[config.mk]
export PLATFORM = sky130hd
export DESIGN_NAME = reset_sequencer
export DESIGN_NICKNAME = d
export VERILOG_FILES = /design/src/rtl/reset_sequencer_pkg.sv /design/src/rtl/reset_sequencer_reset_sync.sv /design/src/rtl/reset_sequencer.sv
export SDC_FILE = /design/constraint.sdc
export NUM_CORES = 1
export LEC_CHECK = 0
export CORE_MARGIN = 8
export CORE_UTILIZATION = 60
export CTS_BUF_LIST = sky130_fd_sc_hd__clkbuf_4 sky130_fd_sc_hd__clkbuf_8
export DETAILED_ROUTE_END_ITERATION = 7
export GPL_TIMING_DRIVEN = 0
export PLACE_DENSITY = 0.83
export SETUP_SLACK_MARGIN = 0.2
export SYNTH_ARGS = -nofsm -noshare
export SYNTH_HDL_FRONTEND = slang
export SYNTH_HIERARCHICAL = 1
export SYNTH_SLANG_ARGS = --single-unit
[constraint.sdc]
create_clock -name clk -period 4.4 [get_ports clk]
set_input_delay 0.88 -clock clk [delete_from_list [all_inputs] [get_ports clk]]
set_output_delay 0.88 -clock clk [all_outputs]
set_load 0.01 [all_outputs]
[src/rtl/reset_sequencer_pkg.sv]
// rtl/reset_sequencer_pkg.sv - shared pinmux reset-sequencer state encoding, default delays and helpers
package reset_sequencer_pkg;

  typedef enum logic [2:0] {
    RST    = 3'd0,
    P_WAIT = 3'd1,
    C_WAIT = 3'd2,
    S_WAIT = 3'd3,
    RUN    = 3'd4,
    SOFT   = 3'd5
  } seq_state_e;

  localparam int DEF_P_DLY  = 4;
  localparam int DEF_C_DLY  = 4;
  localparam int DEF_S_DLY  = 4;
  localparam int DEF_SR_DLY = 8;
  localparam int DEF_CNT_W  = 8;

  localparam int STICKY_SOFT_REBOOT_BIT = 31;

  // Terminal count for a delay: zero is treated as one, and adj edges are absorbed elsewhere.
  function automatic int dly_term(input int dly, input int adj);
    int eff;
    eff = (dly < 1) ? 1 : dly;
    return (eff - adj < 0) ? 0 : eff - adj;
  endfunction

endpackage

[src/rtl/reset_sequencer_reset_sync.sv]
// rtl/reset_sequencer_reset_sync.sv - 2-flop async-assert / sync-deassert synchronizer (reset value 0)
module reset_sync (
  input  logic i_clk,
  input  logic i_rst_n,
  input  logic i_d,
  output logic o_q
);

  logic r_meta;
  logic r_q;

  always_ff @(posedge i_clk or negedge i_rst_n) begin
    if (!i_rst_n) begin
      r_meta <= 1'b0;
      r_q    <= 1'b0;
    end else begin
      r_meta <= i_d;
      r_q    <= r_meta;
    end
  end

  assign o_q = r_q;

endmodule

[src/rtl/reset_sequencer.sv]
// rtl/reset_sequencer.sv - ordered p_reset_n / clk_enb / s_reset_n release with soft-reboot servicing
// Optional watchdog full-sequence restart: define RESET_SEQ_WDT_EN.
module reset_sequencer
  import reset_sequencer_pkg::*;
#(
  parameter int P_DLY  = DEF_P_DLY,
  parameter int C_DLY  = DEF_C_DLY,
  parameter int S_DLY  = DEF_S_DLY,
  parameter int SR_DLY = DEF_SR_DLY,
  parameter int CNT_W  = DEF_CNT_W
) (
  input  logic       clk,
  input  logic       e_reset_n,
  input  logic       soft_reboot_req,
`ifdef RESET_SEQ_WDT_EN
  input  logic       wdt_reset_req,
`endif
  output logic       p_reset_n,
  output logic       clk_enb,
  output logic       s_reset_n,
  output logic       soft_reboot_done,
  output logic [2:0] seq_state
);

  // The RST exit edge is the first of the P_DLY edges, so P_WAIT holds one edge less.
  localparam logic [CNT_W-1:0] L_P_TERM  = CNT_W'(dly_term(P_DLY, 2));
  localparam logic [CNT_W-1:0] L_C_TERM  = CNT_W'(dly_term(C_DLY, 1));
  localparam logic [CNT_W-1:0] L_S_TERM  = CNT_W'(dly_term(S_DLY, 1));
  localparam logic [CNT_W-1:0] L_SR_TERM = CNT_W'(dly_term(SR_DLY, 1));
  localparam bit               L_P_SKIP  = (P_DLY <= 1);

  logic             w_rst_sync_n;
  logic             w_req_sync;
  logic             w_req_rise;
  logic             w_wdt;
  logic             r_req_d;
  logic             r_soft_pass;
  logic             r_p_reset_n;
  logic             r_clk_enb;
  logic             r_s_reset_n;
  logic             r_done;
  logic [CNT_W-1:0] r_cnt;
  seq_state_e       r_state;

  reset_sync u_rst_sync (
    .i_clk   (clk),
    .i_rst_n (e_reset_n),
    .i_d     (1'b1),
    .o_q     (w_rst_sync_n)
  );

  reset_sync u_req_sync (
    .i_clk   (clk),
    .i_rst_n (e_reset_n),
    .i_d     (soft_reboot_req),
    .o_q     (w_req_sync)
  );

`ifdef RESET_SEQ_WDT_EN
  assign w_wdt = wdt_reset_req;
`else
  assign w_wdt = 1'b0;
`endif

  // Edge tracker runs in every state so a level held across a sequence never retriggers.
  always_ff @(posedge clk or negedge e_reset_n) begin
    if (!e_reset_n) r_req_d <= 1'b0;
    else            r_req_d <= w_req_sync;
  end

  assign w_req_rise = w_req_sync & ~r_req_d;

  always_ff @(posedge clk or negedge e_reset_n) begin
    if (!e_reset_n) begin
      r_state     <= RST;
      r_cnt       <= '0;
      r_p_reset_n <= 1'b0;
      r_clk_enb   <= 1'b0;
      r_s_reset_n <= 1'b0;
      r_done      <= 1'b0;
      r_soft_pass <= 1'b0;
    end else begin
      r_done <= 1'b0;
      if (w_wdt && (r_state != RST)) begin
        r_p_reset_n <= 1'b0;
        r_clk_enb   <= 1'b0;
        r_s_reset_n <= 1'b0;
        r_soft_pass <= 1'b0;
        r_cnt       <= '0;
        r_state     <= P_WAIT;
      end else begin
        case (r_state)
          RST: begin
            if (w_rst_sync_n) begin
              r_cnt <= '0;
              if (L_P_SKIP) begin
                r_p_reset_n <= 1'b1;
                r_state     <= C_WAIT;
              end else begin
                r_state <= P_WAIT;
              end
            end
          end
          P_WAIT: begin
            if (r_cnt == L_P_TERM) begin
              r_p_reset_n <= 1'b1;
              r_cnt       <= '0;
              r_state     <= C_WAIT;
            end else begin
              r_cnt <= r_cnt + CNT_W'(1);
            end
          end
          C_WAIT: begin
            if (r_cnt == L_C_TERM) begin
              r_clk_enb <= 1'b1;
              r_cnt     <= '0;
              r_state   <= S_WAIT;
            end else begin
              r_cnt <= r_cnt + CNT_W'(1);
            end
          end
          S_WAIT: begin
            if (r_cnt == L_S_TERM) begin
              r_s_reset_n <= 1'b1;
              r_done      <= r_soft_pass;
              r_soft_pass <= 1'b0;
              r_cnt       <= '0;
              r_state     <= RUN;
            end else begin
              r_cnt <= r_cnt + CNT_W'(1);
            end
          end
          RUN: begin
            if (w_req_rise) begin
              r_s_reset_n <= 1'b0;
              r_clk_enb   <= 1'b0;
              r_soft_pass <= 1'b1;
              r_cnt       <= '0;
              r_state     <= SOFT;
            end
          end
          SOFT: begin
            if (r_cnt == L_SR_TERM) begin
              r_cnt   <= '0;
              r_state <= C_WAIT;
            end else begin
              r_cnt <= r_cnt + CNT_W'(1);
            end
          end
          default: begin
            r_cnt   <= '0;
            r_state <= RST;
          end
        endcase
      end
    end
  end

  assign p_reset_n        = r_p_reset_n;
  assign clk_enb          = r_clk_enb;
  assign s_reset_n        = r_s_reset_n;
  assign soft_reboot_done = r_done;
  assign seq_state        = r_state;

endmodule

---- After elaboration in Yosys (flattened, before gate mapping) ----
Index checks and enable logic that the tools add are counted.
word-level totals
  flip-flop bits (word level) ............. 21
  bits of input ports ..................... 3
  output and inout port bits .............. 7
cells by class
  add/sub/neg operators ................... 1
  equality and inequality tests ........... 14
  multiplexer cells ....................... 22
  bitwise logic cells ..................... 2
  reductions and logical operators ........ 9
operators by type and width
  operator                                                                  count
  8-bit two-way mux                                                         5
  8-bit case mux with 5 select lines                                        1
  3-bit two-way mux                                                         6
  3-bit case mux with 6 select lines                                        1
  8-bit by 2-bit == test with 1-bit output (second input constant)          2
  2-bit inequality test (second input constant)                             5
  8-bit by 1-bit adder with 8-bit output (second input constant)            1
  8-bit by 3-bit == test with 1-bit output (second input constant)          1
  3-bit by 2-bit == test with 1-bit output (second input constant)          2
  3-bit == test (second input constant)                                     2
  1-bit two-way mux                                                         6
  1-bit case mux with 2 select lines                                        3
  3-bit AND reduction                                                       2
  6-bit AND reduction                                                       1
  2-bit AND reduction                                                       2
  2-bit nonzero test                                                        2
  3-bit by 1-bit == test with 1-bit output (second input constant)          1
  3-bit zero test                                                           1
  2-bit by 1-bit inequality test with 1-bit output (second input constant)  1
  2-bit OR reduction                                                        1
  1-bit AND                                                                 1
  1-bit NOT                                                                 1

---- Longest topological paths before layout ----
Gate-level depths: netlist of the first run.
  depth after elaboration ................. 4
  gate-level depth with buffers ........... 6
  mapped depth without buffers ............ 6

---- Hierarchy ----
Netlist of the first run, hierarchy kept.
by module, submodules not included
  module           instances  cells each  area an instance (µm²)  sequential area each (µm²)
  reset_sequencer  1          102         954.7                   425.4
  reset_sync       2          2           50.0                    50.0

---- Worst setup path before layout of the first run ----
Ideal clock, no wire load.
  path type ............................... reg-to-reg
  from .................................... register r_cnt[6]
  to ...................................... register r_state[0], in the netlist seq_state[0]
  library setup time ...................... 125 ps
  data arrival time ....................... 1813 ps
  path slack .............................. 2462 ps
  cell stages (with the launch flop) ...... 5
  buffers on the path ..................... 0
  period minus slack after synthesis ...... 1938 ps
  cell sequence ........................... dfrtp_1 > or4_4 > or2_4 > o31ai_4 > mux2_4
between the ends
  word-level cells in the longest chain between the ends .. 3
  elaborated cells between the ends (all ways) .. 8
ends and longest elaborated chain
  element                                                                 line                    source
  start, declared                                                         reset_sequencer.sv:42   logic [CNT_W-1:0] r_cnt;
  start signal, assigned                                                  reset_sequencer.sv:110  r_cnt <= r_cnt + CNT_W'(1);
  start signal, assigned                                                  reset_sequencer.sv:119  r_cnt <= r_cnt + CNT_W'(1);
  start signal, assigned                                                  reset_sequencer.sv:130  r_cnt <= r_cnt + CNT_W'(1);
  8-bit by 3-bit == test with 1-bit output, or another cell as far along  reset_sequencer.sv:143  if (r_cnt == L_SR_TERM) begin
  2-bit inequality test (no source line)                                  n/a
  6-bit AND reduction (no source line) *                                  n/a
  end signal, assigned                                                    reset_sequencer.sv:139  r_state <= SOFT;
  end signal, assigned                                                    reset_sequencer.sv:145  r_state <= C_WAIT;
  end signal, assigned                                                    reset_sequencer.sv:152  r_state <= RST;
  end, declared                                                           reset_sequencer.sv:43   seq_state_e r_state;
Mark *: on every way between the ends. The rest lies on a longest branch, timed or not.
A chain may end at the register's enable or synchronous reset.

---- Final worst setup path of the first run ----
  from .................................... register r_state[2], in the netlist seq_state[2]
  to ...................................... output port seq_state[2]
RTL lines
  element                 line                   source
  start signal, assigned  reset_sequencer.sv:75  r_state <= RST;
  start signal, assigned  reset_sequencer.sv:90  r_state <= P_WAIT;
  start signal, assigned  reset_sequencer.sv:98  r_state <= C_WAIT;
  end, declared           reset_sequencer.sv:22  output logic [2:0] seq_state
No word-level cell between the ends.

==> results by group, run 1 <==
Outcome
  – Status: finished, final reports clean

STA
  – Final Skew: 1.94 ps
  – Slew Limit Headroom: 0.417
  – Unrepaired setup endpoints after global routing: false
  – Setup TNS: 0 ps
  – Endpoints failing hold: 0
  – Worst-margin pin slew: 872 ps
  – Final Max Tran Viols: 0
  – Hold_ws: 360 ps
  – Final min period: between 2000 and 2500 ps
  – Final period utilization: 0.489
  – F_max: around 460 MHz
  – Setup-violating endpoint count in the final report: 0
  – Final setup margin: 2250 ps

Clock network
  – Postcts setup bufs: 0
  – H-Tree Depth: 1
  – Post-CTS Resized: 0
  – Hold-fix buffers at CTS: 0
  – Clock slew at reported path FFs: 120 ps
  – CTS root buf: clkbuf_4
  – CTS Buf Count: 3
  – CTS max path bufs: 2
  – CTS tree: built
  – Clk_lat worst skew: 310 ps
  – Clock sinks: 21

Final layout
  – Commonest non-fill, non-tap cell in the layout: dfrtp_1
  – Synthesis-to-finish area growth: 13.4%
  – Register area: 526 um2
  – Top reg by flops: r_cnt
  – Final net count: between 100 and 150
  – Non-Filler Instances: 136
  – # diodes: 0
  – Multi-input gate area: 483 um2
  – Max reg flops: 8
  – Most frequent cells in the layout: dfrtp_1 (21), nand2_1 (10), nand3_1 (9), clkdlybuf4s50_1 (9), nor2_1 (6)
  – Filler cell count: 124
  – Fraction of layout cells with a size suffix above 1: 0.134

Flow run
  – MaxCap Viol Count: 0

Critical path
  – Crit Path Max Fanout: 3
  – Critical path arrival: 1270 ps
  – WP buf/inv: 1
  – Crit-path leading delay family: buffers and inverters
  – Cells along the critical path: clkdlybuf4s50_1
  – Kind of end point of the critical path: output port
  – Crit start category: flip-flop
  – Flop-to-flop setup slack: 2270 ps
  – WP data required: 3520 ps
  – Worst path max stage delay: between 500 and 600 ps
  – CP Class: reg2out
  – CP max stage cell: clkdlybuf4s50_1

Yosys
  – Post-synth EDFFs: 0
  – Post-synth ARST share: 1.00
  – Synth Area per Inst: roughly 10 um2
  – Mapped Area: 1050 um2
  – Sequential-to-total area share from yosys stat: 0.498
  – Syn_nets: between 100 and 150
  – Synthesized flop and latch total: 21
  – Post-Syn Instances: 106
  – Synth warn: 6
  – Synth Flop Type: dfrtp_1
  – Cell variety after synth: 38

Floorplan
  – Die ar.: 3360 um2
  – Num ports: 10
  – Row Count: 15
  – Die width: 57.9 um
  – Core ar.: 1690 um2
  – Die span in y: 57.9 um
  – Starting Density: 0.624

Route
  – Routed WL: 2.06 mm
  – DRT Pass-1 Iters: 4
  – Vias after detailed routing: 842
  – Antenna viol nets, final: 0
  – Via density: between 6 and 7
  – Initial DRC Count: 26
  – Sum of routed wire segments on met1: 885 um
  – DRC viols: 0
  – WL/cell: 15.1 um
  – Uppermost layer routed: met4
  – Detail Route met2 WL: 962 um
  – Met3 routed WL: 133 um

Place
  – Dpl ws: 2310 ps
  – PortBufs: 9
  – Cells after DPL: 132
  – HPWL after DPL: 1.50 mm
  – GPL Wtd Cong: a little under 0.9

GRT
  – Congestion Overflow GR: 0
  – Pin count of the biggest net entering global routing: 22
  – Global-route wire length before repair: 3.59 mm
  – Initial antenna violation count: 0
  – Total GRT Usage: 0.137
  – Vias in the first global route: 831

Hold path
  – Hold Path Class: reg2reg

Power
  – P_leak: 0.000531 uW
  – Pwr/cell area: 571 nW/um2
  – Max IR drop VDD: 311 uV
## cells by family after synthesis
family / Yosys count / synth area share
multiplexers: 3 / 0.0344
XOR/XNOR: 1 / 0.00831
flip-flops: 21 / 0.498
AND/OR/NAND/NOR: 49 / 0.256
adder cells (fa/ha/maj): 2 / 0.0237
AO/OA/AOI/OAI: 20 / 0.132
buffers and inverters: 9 / 0.0439
other: 1 / 0.00356
## per-layer routing
metal / global-route usage / vias up
li1: - / 395
met1: 0.154 / 406
met2: 0.218 / 32
met3: 0.0375 / 9
met4: 0.101 / 0
met5: 0 / -
## worst register-to-register path, cell delays in order, from the launching register on
cell and delay [ps]:
dfrtp_1 440, or4_4 570, nor4b_1 530, nand3_1 260, a21o_1 230
## path summary, 6_finish.rpt
kind | from | end | depth (start not counted)
min in group asynchronous | e_reset_n | r_cnt[4] | 1
hold / removal | u_rst_sync/r_meta | u_rst_sync/o_q | 0
hold reg to reg | u_rst_sync/r_meta | u_rst_sync/o_q | 0
setup reg to reg | r_cnt[6] | r_soft_pass | 4
max in group asynchronous | e_reset_n | clk_enb | 1
setup / recovery | seq_state[2] | seq_state[2] | 1
## final cells by class
| cell class | instances | share of cell area |
|---|---|---|
| Tap cell | 17 | 0.0178 |
| Buffer | 4 | 0.0230 |
| Sequential cell | 21 | 0.439 |
| Clock buffer | 4 | 0.0251 |
| Multi-Input combinational cell | 76 | 0.404 |
| Timing Repair Buffer | 9 | 0.0753 |
| Inverter | 5 | 0.0157 |
## stage by stage
stage / total power (uW) / util / cell area (um2)
after floorplan: 475 / - / 1050
after global placement: 569 / 0.690 / 1170
after detailed placement: 580 / 0.690 / 1170
after CTS: 679 / 0.708 / 1200
after global routing: 723 / 0.708 / 1200
final: 682 / 0.708 / 1200
## power breakdown
| group | internal (uW) | leakage [uW] | switching [uW] | total (uW) |
|---|---|---|---|---|
| Sequential | 232 | 0.000266 | 27.7 | 259 |
| Clock | 41.7 | 0.0000184 | 62.1 | 104 |
| Combinational | 150 | 0.000248 | 169 | 319 |
| Total | 423 | 0.000531 | 259 | 682 |
## cell usage after synthesis (all sizes together) (2+ instances only)
library cell  number  area [um2]
nand3              9        45.0
a211oi             3        22.5
nor2b              3        18.8
mux2               2        26.3
o22ai              2        12.5
or4                2        18.8
nand2b             5        31.3
nor3               3        15.0
and3               2        12.5
nor2               6        22.5
or3                3        21.3
o21ai              4        20.0
dfrtp             21         526
inv                5        18.8
nand2             10        37.5
a21oi              5        25.0
ha                 2        25.0
a21o               2        15.0
buf                3        23.8
or2                2        15.0
Note: power is estimated with default switching activity, not from simulation.
==> inputs of run 2 (changes only) <==
Settings changed: CORE_UTILIZATION 60 to 52, PLACE_DENSITY 0.83 to 0.76.
Clock period 4.4 ns to 1.95 ns, I/O delays scaled along.
==> run 2 against run 1 <==
Cell area up 9.8%. First-iteration DRC count shrank 12%. Sequential power rose by 130%. Clock skew increased by 1.9 ps. Critical path type is now reg2reg. Critical path depth up 3. Critical endpoint is now seq_state[0]. Global-route usage is 1.2 points lower.
==> results by group, run 2 (synthesized netlist as in run 1, its figures left out) <==
Floorplan
  – Num ports: 10 (unchanged)
  – Die width: 61.0 um (+5.4%)
  – Core ar.: 1940 um2 (+15%)
  – Die span in y: 61.0 um (+5.4%)
  – Die ar.: 3730 um2 (+11%)
  – Row Count: 16 (+1)
  – Starting Density: 0.543 (-0.0813)

Clock network
  – CTS Buf Count: 3 (unchanged)
  – CTS max path bufs: 2 (unchanged)
  – Clk_lat worst skew: 320 ps (about the same)
  – CTS tree: built
  – H-Tree Depth: 1 (unchanged)
  – Clock slew at reported path FFs: 120 ps (about the same)
  – Clock sinks: 21 (unchanged)
  – CTS root buf: clkbuf_4

GRT
  – Total GRT Usage: 0.125 (-0.0121)
  – Congestion Overflow GR: 0 (unchanged)
  – Vias in the first global route: 792 (-4.7%)
  – Global-route wire length before repair: 3.44 mm (-4.2%)
  – Initial antenna violation count: 0 (unchanged)
  – Pin count of the biggest net entering global routing: 22 (unchanged)

STA
  – Setup-violating endpoint count in the final report: 0 (unchanged)
  – F_max: between 500 and 600 MHz
  – Final min period: 1890 ps
  – Setup TNS: 0 ps (unchanged)
  – Slew Limit Headroom: 0.389 (-0.0279)
  – Endpoints failing hold: 0 (unchanged)
  – Unrepaired setup endpoints after global routing: true
  – Worst-margin pin slew: 914 ps (+41.8 ps)
  – Final Max Tran Viols: 0 (unchanged)
  – Final period utilization: 0.967
  – Final setup margin: 64.1 ps (-2180 ps)
  – Final Skew: 3.87 ps (+1.93 ps)

Critical path
  – Cells along the critical path: or4_4 > or2_4 > o31ai_4 > mux2_4
  – CP max stage cell: or4_4
  – Worst path max stage delay: 570 ps (about the same)
  – Instance count on the critical path: 4 (+3)
  – Kind of end point of the critical path: flip-flop
  – CP Class: reg2reg
  – WP buf/inv: 0 (-1)
  – Crit-path leading delay family: simple AND/OR/NAND/NOR gates
  – Reg2Reg Depth: 4 (unchanged)
  – WP data required: 2160 ps (-1360 ps)
  – Critical path arrival: 2100 ps (+830 ps)
  – Crit start category: flip-flop
  – Crit Path Max Fanout: 3 (unchanged)

Final layout
  – Commonest non-fill, non-tap cell in the layout: dfrtp_1
  – Final net count: 131 (+4.8%)
  – Filler cell count: 167 (+35%)
  – Top reg by flops: r_cnt
  – Fraction of layout cells with a size suffix above 1: 0.248 (+0.114)
  – Most frequent cells in the layout: dfrtp_1 (19), nand2_1 (10), clkdlybuf4s50_1 (9)
  – Synthesis-to-finish area growth: 24.6%
  – Max reg flops: 8 (unchanged)
  – # diodes: 0 (unchanged)

Route
  – DRC viols: 0 (unchanged)
  – Initial DRC Count: 23 (-12%)
  – Antenna viol nets, final: 0 (unchanged)
  – WL/cell: 14.5 um (-4.3%)
  – DRT Pass-1 Iters: 4 (unchanged)
  – Vias after detailed routing: 836 (-0.71%)
  – Via density: 5.50 (-11%)
  – Routed WL: 2.20 mm (+6.9%)

Outcome
  – Status: finished, final reports clean

Place
  – HPWL after DPL: 1.51 mm (+0.36%)
  – PortBufs: 9 (unchanged)
  – GPL Wtd Cong: 0.783 (-12%)
  – Dpl ws: -192 ps (-2500 ps)

Power
  – Max IR drop VDD: 843 uV (+170%)
  – Pwr/cell area: 1280 nW/um2 (+120%)
  – P_leak: 0.000567 uW (+6.7%)

Flow run
  – MaxCap Viol Count: 0 (unchanged)

Hold path
  – Hold Path Class: reg2reg
  – Hold depth: 0 (unchanged)
==> run 2: cell types whose count changed in the layout (fill, tap and decap cells not counted), sizes merged <==
cell | before | now
clkbuf | 5 | 4
buf | 3 | 9
clkinvlp | 0 | 1
==> run 2: worst paths after layout <==
check                      slack, ps        endpoint         startpoint
max                               60    seq_state[0]           r_cnt[6]
min                              370  u_req_sync/o_q  u_req_sync/r_meta
max reg2reg                       60    seq_state[0]           r_cnt[6]
min reg2reg                      370  u_req_sync/o_q  u_req_sync/r_meta
max in group asynchronous        760        r_cnt[0]          e_reset_n
min in group asynchronous        570        r_cnt[7]          e_reset_n
==> run 2: layout make-up <==
class	count	area, um2	area share
multi-input cells	76	539	0.410
plain buffers	4	28.8	0.0219
flip-flops and latches	21	528	0.402
well taps	27	33.8	0.0257
clock buffers	3	22.5	0.0171
repair buffers	15	135	0.103
clock inverters	1	7.51	0.00571
inverters	5	18.8	0.0143
==> run 2: where the power goes <==
group	internal (uW)	total (uW)	switching (uW)
Combinational	432	860	427
Sequential	525	595	69.4
Clock	78.5	221	142
==> run 2: timing repair <==
| action | CTS | global route |
|---|---|---|
| hold buffers | 0 | 0 |
| hold endpoints to repair | 0 | 0 |
| buffers inserted | 4 | 2 |
| setup endpoints to repair | 12 | 13 |
| pin swaps | 3 | 6 |
| resized for setup | 5 | 9 |
==> run 2: metal layers <==
metal	share of wire	track usage	vias to the layer above
met1	0.41	0.137	410
met3	0.062	0.0585	5
met4	0.013	0.0399	0
li1	-	-	406
met5	0	0	-
met2	0.52	0.209	15
==> run 2: through the flow <==
step,utilization,std cells,power (uW),hold slack (ps),area [um2]
6_report,0.677,152,1680,367,1310
5_1_grt,0.677,152,1790,378,1310
4_1_cts,0.648,150,1620,369,1260
3_5_place_dp,0.607,142,1320,339,1180
3_3_place_gp,0.607,142,1290,334,1180
2_1_floorplan,-,106,1080,94.4,1050
